<file path="src/rtl/sync_fifo_pkg.sv">
`default_nettype none
// ============================================================================
// Module   : sync_fifo_pkg
// Brief    : Shared constants, pointer types and full-detect helper for the
//            single-clock FIFO. Optional read mode macro: FIFO_FWFT_EN.
// Revision : 1.0
// ============================================================================
package sync_fifo_pkg;

    localparam int C_DEFAULT_DEPTH      = 256;
    localparam int C_DEFAULT_DATA_WIDTH = 8;
    localparam int C_DEFAULT_ADDR_WIDTH = $clog2(C_DEFAULT_DEPTH);

    // Pointer type for the default configuration; other depths carry their
    // pointers zero-extended in ptr_wide_t when calling is_full().
    typedef logic [C_DEFAULT_ADDR_WIDTH:0] ptr_t;
    typedef logic [31:0]                   ptr_wide_t;

    function automatic logic is_full(
        input ptr_wide_t wr_ptr,
        input ptr_wide_t rd_ptr,
        input int        addr_width
    );
        ptr_wide_t w_diff;
        ptr_wide_t w_mask;
        w_diff = wr_ptr ^ rd_ptr;
        w_mask = (ptr_wide_t'(1) << addr_width) - ptr_wide_t'(1);
        return (w_diff[addr_width] == 1'b1) && ((w_diff & w_mask) == '0);
    endfunction

endpackage
`default_nettype wire

</file>
<file path="src/rtl/sync_fifo_ctrl_if.sv">
`default_nettype none
// ============================================================================
// Module   : sync_fifo_ctrl_if
// Brief    : Producer/consumer bus of the single-clock FIFO. The master side
//            is the user logic, the slave side is the FIFO itself.
// Revision : 1.0
// ============================================================================
interface sync_fifo_ctrl_if
    import sync_fifo_pkg::*;
#(
    parameter int DEPTH      = C_DEFAULT_DEPTH,
    parameter int DATA_WIDTH = C_DEFAULT_DATA_WIDTH,
    parameter int ADDR_WIDTH = $clog2(DEPTH)
) ();

    logic                  wr_en;
    logic [DATA_WIDTH-1:0] data_in;
    logic                  rd_en;
    logic [DATA_WIDTH-1:0] data_out;
    logic                  rd_valid;
    logic                  full;
    logic                  empty;
    logic                  almost_full;
    logic                  almost_empty;
    logic [ADDR_WIDTH:0]   af_thresh;
    logic [ADDR_WIDTH:0]   ae_thresh;
    logic [ADDR_WIDTH:0]   count;
    logic                  overflow;
    logic                  underflow;
    logic                  err_clr;

    modport master (
        output wr_en, data_in, rd_en, af_thresh, ae_thresh, err_clr,
        input  data_out, rd_valid, full, empty, almost_full, almost_empty,
               count, overflow, underflow
    );

    modport slave (
        input  wr_en, data_in, rd_en, af_thresh, ae_thresh, err_clr,
        output data_out, rd_valid, full, empty, almost_full, almost_empty,
               count, overflow, underflow
    );

endinterface
`default_nettype wire

</file>
<file path="src/rtl/sync_fifo_ram.sv">
`default_nettype none
// ============================================================================
// Module   : sync_fifo_ram
// Brief    : Simple dual-port RAM. Registered read port by default,
//            asynchronous read when FIFO_FWFT_EN is defined.
// Revision : 1.0
// ============================================================================
module sync_fifo_ram
    import sync_fifo_pkg::*;
#(
    parameter int DEPTH      = C_DEFAULT_DEPTH,
    parameter int DATA_WIDTH = C_DEFAULT_DATA_WIDTH,
    parameter int ADDR_WIDTH = $clog2(DEPTH)
) (
    input  wire logic                  clk,
    input  wire logic                  i_wr_en,
    input  wire logic [ADDR_WIDTH-1:0] i_wr_addr,
    input  wire logic [DATA_WIDTH-1:0] i_wr_data,
`ifndef FIFO_FWFT_EN
    input  wire logic                  i_rd_en,
`endif
    input  wire logic [ADDR_WIDTH-1:0] i_rd_addr,
    output logic      [DATA_WIDTH-1:0] o_rd_data
);

    logic [DATA_WIDTH-1:0] r_mem [DEPTH];

    always_ff @(posedge clk) begin
        if (i_wr_en) begin
            r_mem[i_wr_addr] <= i_wr_data;
        end
    end

`ifdef FIFO_FWFT_EN
    assign o_rd_data = r_mem[i_rd_addr];
`else
    logic [DATA_WIDTH-1:0] r_rd_data;

    always_ff @(posedge clk) begin
        if (i_rd_en) begin
            r_rd_data <= r_mem[i_rd_addr];
        end
    end

    assign o_rd_data = r_rd_data;
`endif

endmodule
`default_nettype wire

</file>
<file path="src/rtl/sync_fifo_ctrl.sv">
`default_nettype none
// ============================================================================
// Module   : sync_fifo_ctrl
// Brief    : Single-clock FIFO controller: pointers, occupancy count, status
//            flags and sticky error flags around sync_fifo_ram.
//            Define FIFO_FWFT_EN for first-word-fall-through reads.
// Revision : 1.0
// ============================================================================
module sync_fifo_ctrl
    import sync_fifo_pkg::*;
#(
    parameter int DEPTH      = C_DEFAULT_DEPTH,
    parameter int DATA_WIDTH = C_DEFAULT_DATA_WIDTH,
    parameter int ADDR_WIDTH = $clog2(DEPTH)
) (
    input wire logic        clk,
    input wire logic        rst,
    sync_fifo_ctrl_if.slave bus
);

    localparam logic [ADDR_WIDTH:0] c_ptr_one = (ADDR_WIDTH+1)'(1);

    logic [ADDR_WIDTH:0]   r_wr_ptr;
    logic [ADDR_WIDTH:0]   r_rd_ptr;
    logic [ADDR_WIDTH:0]   r_count;
    logic                  r_overflow;
    logic                  r_underflow;

    logic                  w_full;
    logic                  w_empty;
    logic                  w_wr_acc;
    logic                  w_rd_acc;
    logic [DATA_WIDTH-1:0] w_ram_rd_data;

    // Pointer-based full always coincides with r_count == DEPTH.
    assign w_full   = is_full(ptr_wide_t'(r_wr_ptr), ptr_wide_t'(r_rd_ptr), ADDR_WIDTH);
    assign w_empty  = (r_count == '0);
    assign w_rd_acc = bus.rd_en & ~w_empty;
    assign w_wr_acc = bus.wr_en & (~w_full | w_rd_acc);

    always_ff @(posedge clk) begin
        if (rst) begin
            r_wr_ptr    <= '0;
            r_rd_ptr    <= '0;
            r_count     <= '0;
            r_overflow  <= 1'b0;
            r_underflow <= 1'b0;
        end else begin
            if (w_wr_acc) begin
                r_wr_ptr <= r_wr_ptr + c_ptr_one;
            end
            if (w_rd_acc) begin
                r_rd_ptr <= r_rd_ptr + c_ptr_one;
            end

            case ({w_wr_acc, w_rd_acc})
                2'b10:   r_count <= r_count + c_ptr_one;
                2'b01:   r_count <= r_count - c_ptr_one;
                default: r_count <= r_count;
            endcase

            // A new error in the same cycle as err_clr keeps the flag set.
            if (bus.wr_en & ~w_wr_acc) begin
                r_overflow <= 1'b1;
            end else if (bus.err_clr) begin
                r_overflow <= 1'b0;
            end

            if (bus.rd_en & ~w_rd_acc) begin
                r_underflow <= 1'b1;
            end else if (bus.err_clr) begin
                r_underflow <= 1'b0;
            end
        end
    end

    sync_fifo_ram #(
        .DEPTH      (DEPTH),
        .DATA_WIDTH (DATA_WIDTH),
        .ADDR_WIDTH (ADDR_WIDTH)
    ) u_ram (
        .clk       (clk),
        .i_wr_en   (w_wr_acc),
        .i_wr_addr (r_wr_ptr[ADDR_WIDTH-1:0]),
        .i_wr_data (bus.data_in),
`ifndef FIFO_FWFT_EN
        .i_rd_en   (w_rd_acc),
`endif
        .i_rd_addr (r_rd_ptr[ADDR_WIDTH-1:0]),
        .o_rd_data (w_ram_rd_data)
    );

`ifdef FIFO_FWFT_EN
    assign bus.data_out = w_ram_rd_data;
    assign bus.rd_valid = ~w_empty;
`else
    logic r_rd_valid;
    logic r_data_loaded;

    // The RAM read register is never reset, so data_out is forced to zero
    // until the first read after reset has loaded it.
    always_ff @(posedge clk) begin
        if (rst) begin
            r_rd_valid    <= 1'b0;
            r_data_loaded <= 1'b0;
        end else begin
            r_rd_valid <= w_rd_acc;
            if (w_rd_acc) begin
                r_data_loaded <= 1'b1;
            end
        end
    end

    assign bus.data_out = r_data_loaded ? w_ram_rd_data : '0;
    assign bus.rd_valid = r_rd_valid;
`endif

    assign bus.full         = w_full;
    assign bus.empty        = w_empty;
    assign bus.almost_full  = (r_count >= bus.af_thresh);
    assign bus.almost_empty = (r_count <= bus.ae_thresh);
    assign bus.count        = r_count;
    assign bus.overflow     = r_overflow;
    assign bus.underflow    = r_underflow;

endmodule
`default_nettype wire

</file>
<file path="src/flat_wrapper.sv">
// flat-port wrapper written by rule: the top's interface ports become plain ports
module sync_fifo_ctrl_flat import sync_fifo_pkg::*;
#(
    parameter int DEPTH      = C_DEFAULT_DEPTH,
    parameter int DATA_WIDTH = C_DEFAULT_DATA_WIDTH,
    parameter int ADDR_WIDTH = $clog2(DEPTH)
)
  (clk, rst, bus_wr_en, bus_data_in, bus_rd_en, bus_af_thresh, bus_ae_thresh, bus_err_clr, bus_data_out, bus_rd_valid, bus_full, bus_empty, bus_almost_full, bus_almost_empty, bus_count, bus_overflow, bus_underflow);
  sync_fifo_ctrl_if #(.DEPTH(DEPTH), .DATA_WIDTH(DATA_WIDTH), .ADDR_WIDTH(ADDR_WIDTH)) bus_i ();
  input wire logic clk;
  input wire logic rst;
  input wire logic [$bits(bus_i.wr_en)-1:0] bus_wr_en;
  input wire logic [$bits(bus_i.data_in)-1:0] bus_data_in;
  input wire logic [$bits(bus_i.rd_en)-1:0] bus_rd_en;
  input wire logic [$bits(bus_i.af_thresh)-1:0] bus_af_thresh;
  input wire logic [$bits(bus_i.ae_thresh)-1:0] bus_ae_thresh;
  input wire logic [$bits(bus_i.err_clr)-1:0] bus_err_clr;
  output wire logic [$bits(bus_i.data_out)-1:0] bus_data_out;
  output wire logic [$bits(bus_i.rd_valid)-1:0] bus_rd_valid;
  output wire logic [$bits(bus_i.full)-1:0] bus_full;
  output wire logic [$bits(bus_i.empty)-1:0] bus_empty;
  output wire logic [$bits(bus_i.almost_full)-1:0] bus_almost_full;
  output wire logic [$bits(bus_i.almost_empty)-1:0] bus_almost_empty;
  output wire logic [$bits(bus_i.count)-1:0] bus_count;
  output wire logic [$bits(bus_i.overflow)-1:0] bus_overflow;
  output wire logic [$bits(bus_i.underflow)-1:0] bus_underflow;
  assign bus_i.wr_en = bus_wr_en;
  assign bus_i.data_in = bus_data_in;
  assign bus_i.rd_en = bus_rd_en;
  assign bus_i.af_thresh = bus_af_thresh;
  assign bus_i.ae_thresh = bus_ae_thresh;
  assign bus_i.err_clr = bus_err_clr;
  assign bus_data_out = bus_i.data_out;
  assign bus_rd_valid = bus_i.rd_valid;
  assign bus_full = bus_i.full;
  assign bus_empty = bus_i.empty;
  assign bus_almost_full = bus_i.almost_full;
  assign bus_almost_empty = bus_i.almost_empty;
  assign bus_count = bus_i.count;
  assign bus_overflow = bus_i.overflow;
  assign bus_underflow = bus_i.underflow;
  sync_fifo_ctrl #(.DEPTH(DEPTH), .DATA_WIDTH(DATA_WIDTH), .ADDR_WIDTH(ADDR_WIDTH)) u_core (.clk(clk), .rst(rst), .bus(bus_i));
endmodule
</file>
<file path="config.mk">
export PLATFORM = sky130hd
export DESIGN_NAME = sync_fifo_ctrl_flat
export DESIGN_NICKNAME = d
export VERILOG_FILES = /design/src/rtl/sync_fifo_pkg.sv /design/src/rtl/sync_fifo_ctrl_if.sv /design/src/rtl/sync_fifo_ram.sv /design/src/rtl/sync_fifo_ctrl.sv /design/src/flat_wrapper.sv
export SDC_FILE = /design/constraint.sdc
export NUM_CORES = 2
export LEC_CHECK = 0
export BUFFER_PORTS_ARGS = -buffer_cell sky130_fd_sc_hd__buf_2
export CELL_PAD_IN_SITES_DETAIL_PLACEMENT = 0
export CELL_PAD_IN_SITES_GLOBAL_PLACEMENT = 2
export CORE_UTILIZATION = 50
export CTS_CLUSTER_DIAMETER = 200
export DETAILED_ROUTE_END_ITERATION = 10
export GPL_ROUTABILITY_DRIVEN = 0
export PLACE_DENSITY = 0.88
export SLEW_MARGIN = 20
export SYNTH_ARGS = -nofsm -noshare
export SYNTH_HDL_FRONTEND = slang
export SYNTH_SLANG_ARGS = --single-unit
</file>
<file path="constraint.sdc">
create_clock -name clk -period 4.4 [get_ports clk]
set_clock_uncertainty 0.2 [all_clocks]
set_input_delay 0.66 -clock clk [delete_from_list [all_inputs] [get_ports clk]]
set_output_delay 0.66 -clock clk [all_outputs]
set_load 0.02 [all_outputs]
</file>
### Word-level counts from Yosys, hierarchy flattened

Memory sizes are Yosys's and may differ from the RTL's. A register that Yosys moved wholly into a read port is not among the register bits.
Cells that the tools add are included.

| word-level totals | value |
|---|---|
| flip-flop bits (word level) | 31 |
| bits in latches | 0 |
| memory bits (writable) | 2048 |
| ROM bits | 0 |
| input bits | 31 |
| output and inout port bits | 24 |
| word-level logic and storage cells | 39 |
| memories kept | 1 |

| cells by class | value |
|---|---|
| add/subtract/negate cells | 4 |
| multiply operators | 0 |
| divide/modulo/power cells | 0 |
| $lt $le $gt $ge | 2 |
| eq/ne operators | 2 |
| shift-type cells | 0 |
| muxes and demuxes | 7 |
| bitwise gates (word level) | 10 |
| reductions and logical operators | 6 |

Memory list:

| memory | words | width | read ports | clocked after Yosys merged registers in | wr ports | RTL line | RTL |
|---|---|---|---|---|---|---|---|
| u_core.u_ram.r_mem | 256 | 8 | 1 | 1 | 1 | sync_fifo_ram.sv:26 | `logic [DATA_WIDTH-1:0] r_mem [DEPTH];` |

Operators by type and width:

| kind | number |
|---|---|
| $logic_not A32 Y1 | 1 |
| $add A9 B1 Y9 const B | 3 |
| $pmux W9 S2 | 1 |
| $ge A9 B9 Y1 | 1 |
| $le A9 B9 Y1 | 1 |
| $logic_not A9 Y1 | 1 |
| $sub A9 B1 Y9 const B | 1 |
| $xor A9 B9 Y9 | 1 |
| $mux W8 | 1 |
| $reduce_bool A2 Y1 | 3 |
| $mux W1 | 5 |
| $and A1 B1 Y1 | 4 |
| $not A1 Y1 | 4 |
| $eq A2 B1 Y1 const B | 1 |
| $eq A2 B2 Y1 const B | 1 |
| $logic_and A1 B1 Y1 | 1 |
| $or A1 B1 Y1 | 1 |

### Longest topological paths before layout

| depth | value |
|---|---|
| depth in word-level cells | 9 |
| depth in mapped cells | 13 |
| depth with buffers taken out | 11 |

### Modules after synthesis

Synthesis repeated with hierarchy kept, for this count alone.

| second synthesis, totals | value |
|---|---|
| cells, all modules | 3988 |
| area, all modules | 81829.7 um2 |

Modules (own cells, without submodules):

| module | times used | cells each | area an instance (um2) | seq. area each (um2) |
|---|---|---|---|---|
| sync_fifo_ram | 1 | 3733 | 79636.4 | 61739.2 |
| sync_fifo_ctrl | 1 | 255 | 2193.4 | 620.6 |

### Worst setup path after synthesis

No wires, ideal clock.

| path | value |
|---|---|
| kind | reg2reg |
| start | register u_core.r_count[1], in the netlist u_core.bus.count[1] |
| end | register u_core.r_count[8], in the netlist u_core.bus.count[8] |
| library setup time | 0.122 ns |
| data arrival time | 3.253 ns |
| required time | 4.078 ns |
| setup slack | 0.825 ns |
| stages on the path, launching flop included | 12 |
| cell sequence | dfxtp_1 -> nor4_1 -> and3_1 -> nor3_1 -> ha_1 -> a21o_1 -> a21oi_1 -> o21bai_1 -> a21oi_1 -> o21ai_0 -> nor4bb_1 -> a311o_1 |

| between the ends | value |
|---|---|
| cells in the longest elaborated chain, start to end | 7 |

RTL lines:

| element | RTL line | RTL |
|---|---|---|
| start: declaration | sync_fifo_ctrl.sv:25 | `logic [ADDR_WIDTH:0] r_count;` |
| start signal: assignment | sync_fifo_ctrl.sv:57 | `2'b10: r_count <= r_count + c_ptr_one;` |
| start signal: assignment | sync_fifo_ctrl.sv:58 | `2'b01: r_count <= r_count - c_ptr_one;` |
| start signal: assignment | sync_fifo_ctrl.sv:59 | `default: r_count <= r_count;` |
| $logic_not A9 Y1 (*) | sync_fifo_ctrl.sv:37 | `assign w_empty = (r_count == '0);` |
| via bus_empty | flat_wrapper.sv:21 | `output wire logic [$bits(bus_i.empty)-1:0] bus_empty;` |
| $not A1 Y1 (*) | sync_fifo_ctrl.sv:38 | `assign w_rd_acc = bus.rd_en & ~w_empty;` |
| $and A1 B1 Y1 (*) | sync_fifo_ctrl.sv:38 |  |
| $or A1 B1 Y1 | sync_fifo_ctrl.sv:39 | `assign w_wr_acc = bus.wr_en & (~w_full \| w_rd_acc);` |
| $and A1 B1 Y1 | sync_fifo_ctrl.sv:39 |  |
| $eq A2 B1 Y1 or $eq A2 B2 Y1 (tied branches) | sync_fifo_ctrl.sv:56 | `case ({w_wr_acc, w_rd_acc})` |
| $pmux W9 S2 or $reduce_bool A2 Y1 (tied branches) | - |  |

Mark *: on every way through the listed nets, which the timed path passes. The rest lies on a longest branch.
A chain may end at the register's enable or synchronous reset.

==> summary.md <==
| Metric | Value |
|---|---|
| Setup WS pre-CTS | `~350 ps` |
| Final critical-path share of the clock period | `between 90% and 100%` |
| Clk pin slew, worst setup/hold paths | `~60 ps` |
| Layout area overhead | `12.4%` |
| Die Ht | `approximately 410 microns` |
| Setup violations, final | `0` |
| Mapped Cells | `approximately 4100` |
| IO Port Bufs | `54` |
| RSZ-0062 raised after global routing | `no` |
| ANT nets after route | `0` |
| Crit-path most repeated cell | `mux4_2` |
| Critical Path Fanout Max | `31` |
| Vias per cell | `between 6 and 7` |
| Full die area | `about 170000 sq um` |
| Seq/Total Area, Yosys | `76.1%` |
| Latest clock arrival within the worst-skew pair | `roughly 850 ps` |
| Hold Crit Depth | `4` |
| 1st-pass router iterations | `6` |
| Clock sink count | `roughly 2100` |
| Crit path cell chain | `buf_12 > buf_4 > mux4_2 > mux4_2 > a22oi_1 > nand4_1 > and3_1` |
| Count leader, synth | `edfxtp_1` |
| Top-area cell type share of the netlist area | `around 75%` |
| Vias | `approximately 43000` |
| TNS Setup | `0 ps` |
| Die Width | `approximately 410 microns` |
| Req. time, crit path | `between 4000 and 5000 ps` |
| H-tree depth | `4` |
| Critical R2R Launch | `u_core.r_rd_ptr[0]$_SDFFE_PP0N_` |
| Type of origin of the critical path | `register` |
| Commonest cells in the synthesized netlist | `edfxtp_1, mux4_2, nor2_1, mux2i_1, nand2_1` |
| Largest net degree at the start of global routing | `153` |
| Worst r2r dst | `u_core.u_ram.o_rd_data[4]$_DFFE_PN_` |
| Gr busiest metal | `met2` |
| Switching portion of total power | `around a quarter` |
| Critical path capture point type | `register` |
| Initial antenna violation count | `10` |
| Crit-path leading delay family | `multiplexers` |
| Fin. max-slew vios | `0` |
| Post-synth top area cell | `edfxtp_1` |
| Clock root cell | `clkbuf_16` |
| Slew Limit Headroom | `about a fifth` |
| Dominant cells by area after synthesis | `edfxtp_1, mux4_2, mux2i_1, nor2_1, dfxtp_1` |
| Worst path slowest cell | `dfxtp_4` |
| R2r setup slk | `approximately 270 ps` |
| CP peak stage delay | `between 800 and 900 ps` |
| Comb pwr share | `roughly 16%` |
| Main flop type after synthesis | `edfxtp_1` |
| Wire per inst | `~33 microns` |
| GR Layer Usage met2 | `about two fifths` |
| Hold worst-path end | `u_core.r_wr_ptr[0]$_SDFFE_PP0P_` |
| Worst slew pin tran | `between 1000 and 1500 ps` |
| Synthesized area per cell | `~20 sq um` |
| Post-Route WL | `around 220000 microns` |
| Post_cts resized | `0` |
| CP Class | `reg2reg` |
| CTS tree | `done` |
| Netlist cell types | `77` |
| Yosys warning count | `0` |
| Final #Nets | `approximately 4400` |
| Syn nets | `4175` |
| DRC viols | `0` |
| Data arrival time of the worst path | `around 4500 ps` |
| # Max-Cap Violations | `0` |
| Crit path buffers/inverters | `2` |
| Endpoints failing hold | `0` |
| CTS Buf Count | `201` |
| Fmax | `around 0.24 GHz` |
| Shortest period the worst path allows | `between 4000 and 5000 ps` |
| Worst-case reg-to-reg path depth | `7` |
| Hold WS | `~110 ps` |
| Floorplan core area | `163000 sq um` |
| Status | `finished clean` |
| First-pass GRT wire length | `311000 microns` |
| Clock power share | `a little over a third` |
| Worst hold start | `bus_wr_en` |
| Post-Syn Area | `~80000 sq um` |
| Initial Util | `50.3%` |
| Peak supply drop | `0.000428 V` |
| Met3 usage | `roughly 5.1%` |
| Power density over the cells | `between 500 and 600 nW/um^2` |
| GRT met1 Usage | `around two fifths` |
| GRT Overall Usage | `a little over a quarter` |
| Gr ovfl total | `0` |
| Static leakage | `around 28 nW` |
| Post-route setup slack | `272 ps` |
| Number of synthesized flops with an enable pin | `~2100` |
| Reg power frac | `between 40% and 50%` |
| Synth Register Bits | `between 2000 and 2500` |
| Hold/Removal Path Class | `in2reg` |
| Ys async rst share | `0%` |
| Layout cells sized above 1 | `22.3%` |
| Int Power | `~0.035 W` |
| Post-DP HPWL | `around 140000 microns` |
| Switch Pwr | `approximately 0.012 W` |
| Boundary Pins | `55` |
| Clock tree buffer depth | `3` |
| Number of global-route vias before repair | `between 40000 and 50000` |
| Initial DRC count | `around 5800` |
| FP Rows | `between 100 and 150` |
worst min-delay path, cell delays in order:
cell and delay (ps):
buf_2 160, o41ai_1 120, nand2_1 60, a21oi_1 110
cell type report:
cell class                      count  area [sq um]
Fill cell                       11800         70700
Sequential cell                  2087         62400
Multi-Input combinational cell   1752         18100
Clock buffer                      261          5370
Tap cell                         2175          2720
Timing Repair Buffer              270          2390
Clock inverter                    101           960
Inverter                           32           120
Antenna cell                        3          7.51
kinds of logic (layout without fill, tap and decap cells):
logic type	Yosys count	count (layout)	synth area share, %
XOR/XNOR	30	30	0.321
other	0	3	0
adder cells (fa/ha/maj)	31	31	0.483
multiplexers	634	634	14.1
flip-flops	2087	2087	76.1
AO/OA/AOI/OAI	467	467	4.00
buffers and inverters	274	664	1.84
AND/OR/NAND/NOR	590	590	3.12
state kept, by name, summed over array words and instances, names as in the netlist:
signal / cells
u_core.u_ram.r_mem: 2048
u_core.bus.count: 9
u_core.r_rd_ptr: 9
u_core.r_wr_ptr: 9
u_core.u_ram.o_rd_data: 8
u_core.bus.overflow: 1
u_core.bus.rd_valid: 1
u_core.bus.underflow: 1
u_core.r_data_loaded: 1
per-layer routing:
layer,vias to the layer above,wire length (microns)
met4,6,9440
met3,430,23100
met5,-,39
met2,2658,102000
li1,17400,-
met1,22500,84300
per-stage QoR:
| stage | util (%) | total power (W) | area [sq um] | cells |
|---|---|---|---|---|
| after floorplan | - | 0.0274 | 81900 | 4113 |
| after global placement | 52.6 | 0.0298 | 85600 | 6311 |
| after detailed placement | 52.6 | 0.0298 | 85700 | 6311 |
| after CTS | 56.5 | 0.0463 | 92000 | 6678 |
| after global routing | 56.5 | 0.0474 | 92000 | 6678 |
| final | 56.5 | 0.0462 | 92000 | 6681 |
what timing repair did:
item                                   CTS  global route
setup buffers                            0             0
hold buffers                             5             0
endpoints found under the hold margin    7             0
layout by cell type, fill, tap and decap left out, types with 33 or more instances in the layout:
cell,count
clkbuf_1,54
buf_12,33
a221oi_1,37
clkinv_1,43
mux4_2,413
nand2_1,128
o21ai_0,52
buf_4,178
a21oi_1,94
o221ai_1,40
mux2i_1,191
clkinv_2,33
o22ai_1,46
clkbuf_16,206
buf_2,46
nor2_1,321
edfxtp_1,2056
a22oi_1,61
worst max path at each step:
stage,slack [ps],to,from,cells after the start
finish,270,u_core.u_ram.o_rd_data[4]$_DFFE_PN_,u_core.r_rd_ptr[0]$_SDFFE_PP0N_,7
global route,140,u_core.u_ram.o_rd_data[2]$_DFFE_PN_,u_core.r_rd_ptr[0]$_SDFFE_PP0N_,9
CTS,320,u_core.u_ram.o_rd_data[3]$_DFFE_PN_,u_core.r_rd_ptr[0]$_SDFFE_PP0N_,8
detailed placement,350,u_core.u_ram.o_rd_data[3]$_DFFE_PN_,u_core.r_rd_ptr[0]$_SDFFE_PP0N_,8
global placement,150,u_core.u_ram.o_rd_data[1]$_DFFE_PN_,u_core.r_rd_ptr[0]$_SDFFE_PP0N_,6
floorplan,820,u_core.bus.count[8]$_SDFFE_PP0P_,u_core.bus.count[1]$_SDFFE_PP0P_,11
power by group through the flow:
stage	Clock, W	Combinational, W	Sequential [W]
after floorplan	0	0.00496	0.0225
after global placement	0	0.00717	0.0226
after detailed placement	0	0.00723	0.0226
after CTS	0.0169	0.00728	0.0222
after global routing	0.0176	0.00764	0.0222
final	0.0167	0.00723	0.0222
No activity file was read; power rests on OpenSTA's default activity.
